<file path="config.mk">
export PLATFORM = sky130hd
export DESIGN_NAME = rtc_bus_if
export DESIGN_NICKNAME = d
export VERILOG_FILES = /design/src/rtl/rtc_bus_pkg.sv /design/src/rtl/rtc_phase_timer.sv /design/src/rtl/rtc_bus_if.sv
export SDC_FILE = /design/constraint.sdc
export NUM_CORES = 1
export LEC_CHECK = 0
export ABC_AREA = 1
export CAP_MARGIN = 10
export CORE_ASPECT_RATIO = 1.4
export CORE_MARGIN = 1.5
export CORE_UTILIZATION = 50
export CTS_BUF_LIST = sky130_fd_sc_hd__clkbuf_16
export DETAILED_ROUTE_END_ITERATION = 8
export GPL_ROUTABILITY_DRIVEN = 0
export PLACE_DENSITY = 0.87
export SLEW_MARGIN = 10
export SYNTH_ARGS = -nofsm -noshare
export SYNTH_HDL_FRONTEND = slang
export SYNTH_HIERARCHICAL = 1
export SYNTH_SLANG_ARGS = --single-unit
</file>
<file path="constraint.sdc">
create_clock -name clock -period 2.7 [get_ports clock]
set_input_delay 0.405 -clock clock [delete_from_list [all_inputs] [get_ports clock]]
set_output_delay 0.405 -clock clock [all_outputs]
set_load 0.01 [all_outputs]
</file>
<file path="src/rtl/rtc_bus_pkg.sv">
// rtc_bus_pkg
// Shared types and constants for the RTC parallel bus interface:
//   rtc_state_e          - bus sequencer states
//   rtc_op_e             - transaction type latched at accept
//   PHASE_CYCLES_DEFAULT - default clock cycles per bus phase
package rtc_bus_pkg;

    localparam int PHASE_CYCLES_DEFAULT = 10;

    typedef enum logic [2:0] {
        IDLE  = 3'd0,
        A_STB = 3'd1,
        A_REL = 3'd2,
        D_STB = 3'd3,
        D_REL = 3'd4,
        DONE  = 3'd5
    } rtc_state_e;

    typedef enum logic {
        OP_WRITE = 1'b0,
        OP_READ  = 1'b1
    } rtc_op_e;

endpackage

</file>
<file path="src/rtl/rtc_phase_timer.sv">
// rtc_phase_timer
// Down-counter that times one bus phase. A load starts it at
// PHASE_CYCLES-1; it then counts down to 0 and stays there. With count
// low it is cleared to 0 (sequencer idle).
// Ports:
//   clock   - system clock
//   reset   - asynchronous active-low reset
//   load    - reload to PHASE_CYCLES-1 (sequencer changing state)
//   count   - decrement enable; low forces the counter to 0
//   expired - counter is 0, i.e. this is the last cycle of the phase
module rtc_phase_timer
    import rtc_bus_pkg::*;
#(
    parameter int PHASE_CYCLES = PHASE_CYCLES_DEFAULT
) (
    input  logic clock,
    input  logic reset,
    input  logic load,
    input  logic count,
    output logic expired
);

    localparam logic [7:0] RELOAD = 8'(PHASE_CYCLES - 1);

    logic [7:0] cnt;

    always_ff @(posedge clock or negedge reset) begin
        if (!reset) begin
            cnt <= 8'd0;
        end else if (load) begin
            cnt <= RELOAD;
        end else if (!count) begin
            cnt <= 8'd0;
        end else if (cnt != 8'd0) begin
            cnt <= cnt - 8'd1;
        end
    end

    assign expired = (cnt == 8'd0);

endmodule

</file>
<file path="src/rtl/rtc_bus_if.sv">
// rtc_bus_if
// Sequencer for a multiplexed-address/data RTC bus. A write or read
// request is run as address strobe, address release, data strobe, data
// release (PHASE_CYCLES each) and a one-cycle DONE with a done pulse.
// Optional feature macro: RTC_BUS_PENDING_EN adds a one-entry slot that
// holds the first request arriving while busy and starts it right after
// DONE. Without it, requests seen while busy are dropped.
// Ports:
//   clock, reset          - system clock, async active-low reset
//   win, rin              - write / read request pulses (write wins)
//   addressin, datain     - register address and write data
//   ad_in                 - bus value, sampled at end of read data strobe
//   ad_out, ad_oe         - bus drive value and enable
//   AD, CS, RD, WR        - AD: 0 addr / 1 data phase; others active low
//   dataout               - last read data
//   donew, doner, busy    - write done, read done pulses; busy status
module rtc_bus_if
    import rtc_bus_pkg::*;
#(
    parameter int PHASE_CYCLES = PHASE_CYCLES_DEFAULT
) (
    input  logic       clock,
    input  logic       reset,
    input  logic       win,
    input  logic       rin,
    input  logic [7:0] addressin,
    input  logic [7:0] datain,
    input  logic [7:0] ad_in,
    output logic [7:0] ad_out,
    output logic       ad_oe,
    output logic       AD,
    output logic       CS,
    output logic       RD,
    output logic       WR,
    output logic [7:0] dataout,
    output logic       donew,
    output logic       doner,
    output logic       busy
);

    rtc_state_e state, state_nxt;
    rtc_op_e    op_q, op_nxt, req_op;
    logic [7:0] addr_q, addr_nxt, data_q, data_nxt, req_addr, req_data;
    logic       req_take, expired, load, count;

    // next values for the registered bus outputs
    logic       ad_nx, cs_nx, wr_nx, rd_nx, oe_nx, donew_nx, doner_nx;
    logic [7:0] out_nx;

`ifdef RTC_BUS_PENDING_EN
    logic       pend_valid;
    rtc_op_e    pend_op;
    logic [7:0] pend_addr, pend_data;

    // The slot drains in IDLE; a request arriving in that same cycle
    // refills it, since the sequencer is busy again from the next cycle.
    always_ff @(posedge clock or negedge reset) begin
        if (!reset) begin
            pend_valid <= 1'b0;
            pend_op    <= OP_WRITE;
            pend_addr  <= 8'h00;
            pend_data  <= 8'h00;
        end else if ((state == IDLE && pend_valid) ||
                     (state != IDLE && !pend_valid)) begin
            pend_valid <= win | rin;
            if (win | rin) begin
                pend_op   <= win ? OP_WRITE : OP_READ;
                pend_addr <= addressin;
                pend_data <= datain;
            end
        end
    end
`endif

    always_comb begin
        req_take = win | rin;
        req_op   = win ? OP_WRITE : OP_READ;
        req_addr = addressin;
        req_data = datain;
`ifdef RTC_BUS_PENDING_EN
        if (pend_valid) begin
            req_take = 1'b1;
            req_op   = pend_op;
            req_addr = pend_addr;
            req_data = pend_data;
        end
`endif
    end

    always_comb begin
        state_nxt = state;
        op_nxt    = op_q;
        addr_nxt  = addr_q;
        data_nxt  = data_q;
        case (state)
            IDLE: if (req_take) begin
                state_nxt = A_STB;
                op_nxt    = req_op;
                addr_nxt  = req_addr;
                data_nxt  = req_data;
            end
            A_STB:   if (expired) state_nxt = A_REL;
            A_REL:   if (expired) state_nxt = D_STB;
            D_STB:   if (expired) state_nxt = D_REL;
            D_REL:   if (expired) state_nxt = DONE;
            DONE:    state_nxt = IDLE;
            default: state_nxt = IDLE;
        endcase
    end

    // Outputs are decoded from the next state so that, once registered,
    // they line up with the state they describe.
    always_comb begin
        ad_nx    = 1'b1;
        cs_nx    = 1'b1;
        wr_nx    = 1'b1;
        rd_nx    = 1'b1;
        oe_nx    = 1'b0;
        out_nx   = 8'h00;
        donew_nx = 1'b0;
        doner_nx = 1'b0;
        case (state_nxt)
            A_STB: begin
                ad_nx  = 1'b0;
                cs_nx  = 1'b0;
                wr_nx  = 1'b0;
                oe_nx  = 1'b1;
                out_nx = addr_nxt;
            end
            A_REL: begin
                ad_nx  = 1'b0;
                oe_nx  = 1'b1;
                out_nx = addr_nxt;
            end
            D_STB: begin
                cs_nx = 1'b0;
                if (op_nxt == OP_WRITE) begin
                    wr_nx  = 1'b0;
                    oe_nx  = 1'b1;
                    out_nx = data_nxt;
                end else begin
                    rd_nx = 1'b0;
                end
            end
            D_REL: if (op_nxt == OP_WRITE) begin
                oe_nx  = 1'b1;
                out_nx = data_nxt;
            end
            DONE: begin
                donew_nx = (op_nxt == OP_WRITE);
                doner_nx = (op_nxt == OP_READ);
            end
            default: ;
        endcase
    end

    assign load  = (state_nxt != state) && (state_nxt != IDLE);
    assign count = (state_nxt != IDLE);

    rtc_phase_timer #(.PHASE_CYCLES(PHASE_CYCLES)) u_timer (
        .clock   (clock),
        .reset   (reset),
        .load    (load),
        .count   (count),
        .expired (expired)
    );

    always_ff @(posedge clock or negedge reset) begin
        if (!reset) begin
            state   <= IDLE;
            op_q    <= OP_WRITE;
            addr_q  <= 8'h00;
            data_q  <= 8'h00;
            AD      <= 1'b1;
            CS      <= 1'b1;
            RD      <= 1'b1;
            WR      <= 1'b1;
            ad_oe   <= 1'b0;
            ad_out  <= 8'h00;
            dataout <= 8'h00;
            donew   <= 1'b0;
            doner   <= 1'b0;
            busy    <= 1'b0;
        end else begin
            state  <= state_nxt;
            op_q   <= op_nxt;
            addr_q <= addr_nxt;
            data_q <= data_nxt;
            AD     <= ad_nx;
            CS     <= cs_nx;
            RD     <= rd_nx;
            WR     <= wr_nx;
            ad_oe  <= oe_nx;
            ad_out <= out_nx;
            donew  <= donew_nx;
            doner  <= doner_nx;
            busy   <= (state_nxt != IDLE);
            if (state == D_STB && expired && op_q == OP_READ) begin
                dataout <= ad_in;
            end
        end
    end

endmodule

</file>
==> metrics.md <==
| Metric | Value |
|---|---|
| Clock sinks | between 50 and 60 |
| Type of origin of the critical path | flop |
| Max-cap violations | 0 |
| Max clock buf depth | 2 |
| Crit Path Category | reg -> reg |
| Post-CTS Repair Setup Buffers | 0 |
| CP max FO | 7 |
| Largest net degree at the start of global routing | 53 |
| Power density cells | ~1300 nW/um^2 |
| Area post-placement | 2970 um^2 |
| Initial DRC Count | 123 |
| Setup TNS Final | 0 ns |
| Worst-Skew Late Latency | 0.29 ns |
| Dominant cells by area after synthesis | dfrtp_1 50%, nand2_1 13%, dfstp_2 4.4%, nand2_4 4.2%, nand3_1 4.0% |
| Area of the core | around 4600 um^2 |
| Synthesized flop and latch total | 52 |
| Mapped Area | approximately 2400 um^2 |
| Hold crit path type | in -> async |
| Initial antenna violation count | 0 |
| Post-Syn Instances | between 200 and 300 |
| EDFF count, synth | 0 |
| Reg clk slew, reported paths | ~0.060 ns |
| Outcome | complete, no violations |
| CTS HTree Levels | 2 |
| Final Cycle Share | about nine tenths |
| Drt drc | 0 |
| Synthesized area per cell | ~9.5 um^2 |
| Total number of yosys warnings | 6 |
| Register-to-Register Path Depth | 18 |
| Core Util, Final | between 60% and 70% |
| CTS Buf Count | 5 |
| Most common flop cell mapped by yosys | dfrtp_1 |
| Starting Density | a little over half |
| Pwr Total | about 4 mW |
| Final Hold Fails | 0 |
| Most frequent cells after synthesis | 86 x nand2_1, 48 x dfrtp_1, 21 x inv_1 |
| Multi-input logic area | approximately 960 um^2 |
| Area delta synth->final | 29.8% |
| Synth area leader | dfrtp_1 |
| Most frequent cell after synthesis | nand2_1 |
| Final ANT Viol Nets | 0 |
| First-pass GRT wire length | roughly 8000 um |
| All-Layer GR Usage | 20.0% |
| HPWL after DPL | 3370 um |
| Final setup vio count | 0 |
| RSZ-0062 raised after global routing | false |
| Worst-Margin Slew | roughly 0.63 ns |
| Share of the synthesized area in the top cell type | 50.1% |
| Arrival time worst endpoint | around 2.7 ns |
| Nets | 340 |
| GRT overflow | 0 |
| Vias in the first global route | between 1500 and 2000 |
| Post-synth ARST share | 100% |
| Via Count | 1824 |
| Fill count | ~360 |
| Worst hold margin | roughly 0.21 ns |
| Vias per cell | between 4 and 5 |
| Die Wd | between 60 and 70 um |
| Final slew viol count | 0 |
| FP Rows | 29 |
| Fmax achieved | 0.403 GHz |
| Layout cells sized above 1 | between 10% and 20% |
| Drt total wl | 4660 um |
| Slew HR | roughly 58% |
| Clock Skew | 0.00338 ns |
| Netlist cell types | 27 |
| Crit end category | flop |
| Root buffer cell | clkbuf_16 |
| Chip Height | approximately 85 um |
| FF+latch area | 1310 um^2 |
| Post-layout instance area | slightly above 3000 um^2 |
| Peak supply drop | 0.657 mV |
| Drt first pass iters | 4 |
| Leakage power | 1.57 nW |
| Ant diodes | 0 |
| Min Tclk post-route | between 2 and 2.5 ns |
| Sequential share of the synthesized area | 54.5% |
| CP Data Required Time | ~2.9 ns |
| CTS tree | done |
| Die area | around 5200 um^2 |
| # port buffers | 51 |
| WL/cell | 12.5 um |
| I/O pin total | 52 |
| Syn_nets | ~280 |
cell usage in the layout (no fill, tap or decap):
cell type,netlist,routed
buf_4,0,1
buf_2,0,1
o21ai_1,1,1
clkbuf_16,0,5
nand4_4,1,1
dfstp_2,4,4
nand2_4,9,9
dfrtp_1,48,48
inv_4,1,1
nor3_2,1,1
o21ai_0,2,2
nor2_2,3,2
clkinv_4,1,2
clkdlybuf4s50_1,0,50
nand3_2,2,2
nand2_2,9,9
nor2_1,12,12
o21ai_2,1,1
ha_1,2,2
nor2_4,3,4
inv_1,21,23
nand2_1,86,86
nand2_8,1,1
nand3_1,19,19
a21oi_2,1,1
a21boi_0,1,1
a21oi_1,7,7
nand3_4,1,1
inv_2,6,6
mux2_2,8,8
what timing repair did:
item | 4_1_cts | 5_1_grt
endpoints found under the setup margin | 0 | 3
resized for setup | 0 | 1
hold buffers | 0 | 0
per-layer routing:
layer	wire, um	part of all wire (%)	global-route usage [%]	vias to the layer above
li1	-	-	-	899
met1	1830	39	24.0	863
met2	2540	55	33.7	50
met3	185	4.0	4.12	12
met4	105	2.3	8.32	0
met5	0	0	0	-
registers in the layout (all words and copies together), names as in the netlist, 3 cells and up:
| register | flops |
|---|---|
| u_timer/cnt | 8 |
| data_q | 8 |
| dataout | 8 |
| ad_out | 8 |
| addr_q | 8 |
| state | 3 |
cell families after synthesis:
group	Yosys count	synth area share, %
AND/OR/NAND/NOR	147	31.8
flip-flops	52	54.5
buffers and inverters	31	5.79
AO/OA/AOI/OAI	13	3.13
multiplexers	8	3.76
adder cells (fa/ha/maj)	2	1.04
power by group:
group          leakage (nW)  internal [mW]  switching, mW
registers             0.658           1.12          0.142
clock network        0.0764          0.338          0.263
logic                 0.833          0.792           1.33
total                  1.57           2.25           1.74
critical path: stages (launching register included):
cell and delay [ns]:
dfrtp_1 0.39, inv_1 0.14, ha_1 0.17, nand2_1 0.06
nor2_2 0.15, nand2_4 0.11, clkinv_4 0.08, nand2_1 0.06
inv_1 0.08, nor2_1 0.05, nand2_2 0.08, nand2_4 0.09
nand2_4 0.10, nand3_1 0.13, nand2_1 0.10, inv_1 0.08
nor2_4 0.18, nand3_1 0.16, a21boi_0 0.16
through the flow:
step | setup WS, ns | std cells
2_1_floorplan | 0.486 | 253
3_3_place_gp | 0.328 | 365
3_5_place_dp | 0.196 | 365
4_1_cts | 0.171 | 373
5_1_grt | 0.00113 | 373
6_report | 0.219 | 373
final cells by class:
| class | count | area share [%] |
|---|---|---|
| clock buffer | 5 | 4.02 |
| clock inverter | 3 | 0.523 |
| inverter | 29 | 3.74 |
| multi-input combinational | 170 | 30.8 |
| sequential | 52 | 42.0 |
| tap | 62 | 2.49 |
| timing repair buffer | 52 | 16.5 |
worst paths after layout:
kind	start	endpoint	slack, ns
setup / recovery	u_timer/cnt[0]	u_timer/cnt[3]	0.22
hold / removal	reset	u_timer/cnt[6]	0.21
setup reg to reg	u_timer/cnt[0]	u_timer/cnt[3]	0.22
hold reg to reg	addr_q[7]	addr_q[7]	0.48
max in group asynchronous	reset	doner	2.05
min in group clock	addr_q[7]	addr_q[7]	0.48
No activity file was read; power rests on OpenSTA's default activity.
